$ cat src/rtl/cpu_pkg.sv
// Shared CPU definitions: datapath width, fetch FSM encoding, reset PC.
package cpu_pkg;

  localparam int unsigned WORD_W = 16;

  typedef enum logic [0:0] {
    FETCH   = 1'b0,
    CAPTURE = 1'b1
  } fetch_state_t;

  localparam logic [WORD_W-1:0] RESET_PC_DEFAULT = 16'h0000;

endpackage

$ cat src/rtl/fetch_unit.sv
// Instruction fetch stage: owns the PC, reads memory over the shared bus when
// the data side is idle, and hands one word at a time to decode.
module fetch_unit
  import cpu_pkg::*;
#(
  parameter logic [WORD_W-1:0] RESET_PC = RESET_PC_DEFAULT
) (
  input  logic              clk,
  input  logic              rst_n,
  input  logic              d_active,
  input  logic [WORD_W-1:0] d_bus,
  output logic              i_read,
  output logic              i_push,
  output logic [WORD_W-1:0] i_addr,
  input  logic              redirect,
  input  logic [WORD_W-1:0] redirect_addr,
  output logic              inst_valid,
  input  logic              inst_ready,
  output logic [WORD_W-1:0] inst,
  output logic [WORD_W-1:0] inst_pc
);

  fetch_state_t      state;
  logic [WORD_W-1:0] pc;
  logic              slot_free;

  // Slot can take a new word if empty or being drained on this edge.
  assign slot_free = !inst_valid || inst_ready;

  // Request a read only when memory is ours and the result has somewhere to go.
  assign i_read = rst_n && (state == FETCH) && !d_active && !redirect && slot_free;

  // Latch the word read last cycle unless a redirect abandons it.
  assign i_push = rst_n && (state == CAPTURE) && !redirect;

  assign i_addr = pc;

  // PC, FSM state and output slot; redirect flushes everything.
  always_ff @(posedge clk or negedge rst_n) begin
    if (!rst_n) begin
      state      <= FETCH;
      pc         <= RESET_PC;
      inst_valid <= 1'b0;
      inst       <= '0;
      inst_pc    <= '0;
    end else if (redirect) begin
      state      <= FETCH;
      pc         <= redirect_addr;
      inst_valid <= 1'b0;
    end else begin
      if (i_push) begin
        inst       <= d_bus;
        inst_pc    <= pc;
        inst_valid <= 1'b1;
        pc         <= pc + WORD_W'(1);
      end else if (inst_valid && inst_ready) begin
        inst_valid <= 1'b0;
      end
      case (state)
        FETCH:   if (i_read) state <= CAPTURE;
        CAPTURE: state <= FETCH;
        default: state <= FETCH;
      endcase
    end
  end

endmodule

$ cat config.mk
export PLATFORM = sky130hd
export DESIGN_NAME = fetch_unit
export DESIGN_NICKNAME = d
export VERILOG_FILES = /design/src/rtl/cpu_pkg.sv /design/src/rtl/fetch_unit.sv
export SDC_FILE = /design/constraint.sdc
export NUM_CORES = 1
export LEC_CHECK = 0
export ABC_CLOCK_PERIOD_IN_PS = 1600
export BUFFER_PORTS_ARGS = -buffer_cell sky130_fd_sc_hd__buf_4
export CORE_UTILIZATION = 25
export DETAILED_ROUTE_END_ITERATION = 7
export GPL_ROUTABILITY_DRIVEN = 0
export GPL_TIMING_DRIVEN = 1
export HOLD_SLACK_MARGIN = 0.15
export PLACE_DENSITY = 0.43
export SLEW_MARGIN = 20
export SYNTH_ARGS = -nofsm -noshare
export SYNTH_HDL_FRONTEND = slang
export SYNTH_SLANG_ARGS = --single-unit
$ cat constraint.sdc
create_clock -name clk -period 1.6 [get_ports clk]
set_clock_uncertainty 0.05 [all_clocks]
set_input_delay 0.32 -clock clk [delete_from_list [all_inputs] [get_ports clk]]
set_output_delay 0.32 -clock clk [all_outputs]
set_load 0.02 [all_outputs]
==> impl_results.rst <==
.. list-table::
   :header-rows: 1

   * - Metric
     - Value
   * - Run status
     - complete, no violations
   * - Type of origin of the critical path
     - flop
   * - Detailed-placement wirelength estimate
     - 4360 um
   * - Critical path buffer and inverter count
     - 2
   * - Die Span X
     - 95.1 um
   * - Netlist area before placement
     - 2170 sq um
   * - Via count
     - about 1.9k
   * - Core area
     - 8300 sq um
   * - All-Layer GR Usage
     - 0.135
   * - Final Cell Area
     - 3370 sq um
   * - Final Non-Filler Cells
     - around 430
   * - Clock insertion delay at the later pin of the skew report
     - 0.30 ns
   * - Syn_area_per_cell
     - 10.6 sq um
   * - Starting density of the core
     - 0.261
   * - Sequential fraction of the synthesis area
     - 0.578
   * - Number of antenna cells inserted
     - 0
   * - Time the worst path needs with I/O delays and setup
     - 1.58 ns
   * - Pin count of the biggest net entering global routing
     - 25
   * - Tcrit/Tclk final
     - 0.986
   * - Most common cell after layout, fill and taps aside
     - sky130_fd_sc_hd__buf_4
   * - Number of pins with negative max-slew slack in the final report
     - 0
   * - Number of global-route vias before repair
     - 1766
   * - Worst-case vdd ir drop
     - 0.379 mV
   * - Number of iterations in the first detailed-routing pass
     - 4
   * - Largest family of logic cells by synthesized area
     - simple AND/OR/NAND/NOR gates
   * - Total negative setup slack
     - 0 ns
   * - Overall die area
     - 9040 sq um
   * - Synth Area in Adders
     - 0.00578
   * - Leftover overflow at the end of global routing
     - 0
   * - CTS tree
     - built
   * - Floorplan die height
     - 95.1 um
   * - Leakage
     - 0.00167 uW
   * - Final Core Density
     - 0.406
   * - Register bit count reported by yosys
     - 50
   * - Peak clock frequency supported by timing
     - 634 MHz
   * - Clock network fraction of design power
     - 0.231
   * - Worst slew margin
     - 0.754
   * - Antenna violations before repair
     - 0
   * - Count of maximum capacitance violations
     - 0
   * - Cell count after placement
     - between 400 and 500
   * - Syn-to-layout area delta
     - 55.5%
   * - Pwr dens
     - ~1100 nW/um^2
   * - Final setup vio count
     - 0
   * - Wire length after detailed routing
     - approximately 5800 um
   * - Count of final hold-check violations
     - 0
   * - Data required time of the worst path
     - 1.23 ns
   * - Fill cell instance count of the final layout
     - 857
   * - Cell variety after synth
     - 29
   * - Ordered cell list for the critical path
     - buf_4 > nor3_2 > buf_4
   * - Crit Path Category
     - reg -> out
   * - Int Pwr
     - 2440 uW
   * - Most frequent cells in the layout
     - 112 x sky130_fd_sc_hd__buf_4, 64 x sky130_fd_sc_hd__nand2_1, 46 x sky130_fd_sc_hd__dfrtp_1
   * - Max FO, Critical Path
     - 3
   * - Busiest grt layer
     - met2
   * - Crit-path most repeated cell
     - sky130_fd_sc_hd__buf_4
   * - Relative contribution of sequential cells to total power
     - 0.457
   * - Share of the synthesized area in compound gates (AO/OA/AOI/OAI)
     - 0.0503
   * - Data arrival time at the worst-slack endpoint
     - 1.21 ns
   * - Top area cells in the synthesized netlist
     - sky130_fd_sc_hd__dfrtp_1 58%, sky130_fd_sc_hd__nand2_1 11%, sky130_fd_sc_hd__mux2_2 8.3%
   * - Number of buffers created by CTS
     - 5
   * - Worst setup slack before clock tree synthesis
     - ~0.089 ns
   * - Net Sw Power
     - 1150 uW
   * - Placed standard-cell area
     - 3070 sq um
   * - I/O pin count
     - 88
   * - Average wire length per cell after detail routing
     - 13.5 um
   * - Worst-path cell with the longest stage delay
     - sky130_fd_sc_hd__dfrtp_2
   * - Count of yosys warnings during synthesis
     - 0
   * - Wire length of the first global-routing pass
     - ~9200 um
   * - GR met3 Demand/Resource
     - 0.0271
   * - Clock sink total
     - 50
   * - Simple-gate share of the synthesized area
     - 0.204
   * - RSZ-0062 raised after global routing
     - yes
   * - Worst min path class
     - in -> reg
   * - Fraction of post-synthesis cell area in the top cell type by area
     - 0.578
   * - Final worst slack
     - 0.0227 ns
   * - Clock transition time at the flip-flop clock pins of the worst setup and hold paths
     - 0.09 ns
   * - Met1 Use GR
     - 0.194
   * - Number of nets with antenna violations after detailed routing
     - 0
   * - First-iteration detailed-routing DRC count
     - 38
   * - Portion of total power attributed to combinational logic
     - 0.312
   * - Proportion of layout cells with a drive suffix above 1
     - 0.453
   * - Fin nets
     - between 300 and 400
   * - CP top delay family
     - flip-flops
   * - Remaining DRCs
     - 0
   * - Measured slew at the worst slew-check pin
     - 0.368 ns
   * - Net Count, Synth
     - between 200 and 250
   * - GRT met2 Usage
     - 0.199
   * - Crit-path max cell delay
     - 0.44 ns
   * - Setup crit end kind
     - output port
   * - Mux cell area share after synthesis
     - 0.0878
   * - Clock root buffer
     - sky130_fd_sc_hd__clkbuf_8
   * - Number of H-tree branching levels
     - 2
   * - Detail-routed via count per cell
     - 4.31
   * - Cell type with the highest aggregate area in the netlist
     - sky130_fd_sc_hd__dfrtp_1
   * - Row cnt
     - 33
   * - Input/output buffers
     - between 80 and 90
   * - Maximum buffer depth of the clock tree
     - 2
   * - Area share of xor/xnor cells in the synthesized design
     - 0.0445
   * - Instance count of the mapped netlist
     - 205
   * - Switching part of the total
     - 0.321
-- per-stage QoR --
step,hold WS [ns],total power (uW)
floorplan,-0.0256,2180
global placement,0.230,2760
detailed placement,0.234,2770
CTS,0.151,3640
global route,0.159,3800
finish,0.160,3590
-- cell usage after synthesis (all sizes together) --
master	instances
xnor2	1
inv	1
a21oi	1
nand3b	1
ha	1
nor2b	1
nand4	7
nand2b	1
nand3	5
and3	2
nor2	3
mux2i	1
mux2	16
xor2	10
clkbuf	5
or3	3
a221o	1
a31oi	3
nor3	3
nand2	64
buf	5
clkinv	1
o21ai	15
and4	4
dfrtp	50
-- what timing repair did --
action,in CTS,in global routing
gates resized for setup,5,4
endpoints found under the setup margin,2,5
endpoints found under the hold margin,37,0
pin swaps,0,1
setup buffers,3,2
hold buffers,12,0
-- power by group through the flow --
stage / Clock, uW / Combinational [uW] / Sequential, uW
finish: 829 / 1120 / 1640
floorplan: 0 / 240 / 1940
CTS: 864 / 1130 / 1650
global route: 913 / 1210 / 1680
global placement: 0 / 1090 / 1660
detailed placement: 0 / 1090 / 1670
-- sequential cells by signal, indices dropped and copies added (netlist names) --
| register | flops |
|---|---|
| inst_pc | 16 |
| state | 1 |
| inst_valid | 1 |
| i_addr | 16 |
| inst | 16 |
-- final cells by class --
class                   count  area [sq um]  area share
clock buffers               7          96.3      0.0286
clock inverters             1          8.76     0.00260
inverters                   2          11.3     0.00334
multi-input cells         143           872       0.259
flip-flops and latches     50          1260       0.373
well taps                 105           131      0.0390
repair buffers            126           992       0.295
-- cell families (layout without fill, tap and decap cells) --
kind of cell / after synthesis / after routing
buffers and inverters: 12 / 136
flip-flops: 50 / 50
multiplexers: 17 / 17
AND/OR/NAND/NOR: 94 / 94
adder cells (fa/ha/maj): 1 / 1
XOR/XNOR: 11 / 11
AO/OA/AOI/OAI: 20 / 20
-- worst reg2reg max path: stages (launching register included) --
cell and delay, ns:
sky130_fd_sc_hd__dfrtp_2 0.40, sky130_fd_sc_hd__buf_4 0.12, sky130_fd_sc_hd__and4_4 0.24, sky130_fd_sc_hd__nand4_4 0.13, sky130_fd_sc_hd__or3_1 0.33, sky130_fd_sc_hd__a31oi_1 0.16
-- final timing paths --
check / slack [ns] / depth (start not counted) / from / end
max in group asynchronous: 0.46 / 4 / rst_n / i_addr[2]
hold reg to reg: 0.43 / 2 / inst[5] / inst[5]
hold / removal: 0.16 / 3 / d_bus[7] / inst[7]
setup reg to reg: 0.09 / 5 / state / i_addr[13]
min in group asynchronous: 0.48 / 3 / rst_n / state
setup / recovery: 0.02 / 3 / state / i_read
-- metal layers --
layer / up-vias / wire length, um
met1: 885 / 2730
met2: 40 / 2790
met5: - / 0
li1: 936 / -
met4: 0 / 97
met3: 8 / 220
(Power assumes the default switching activity.)
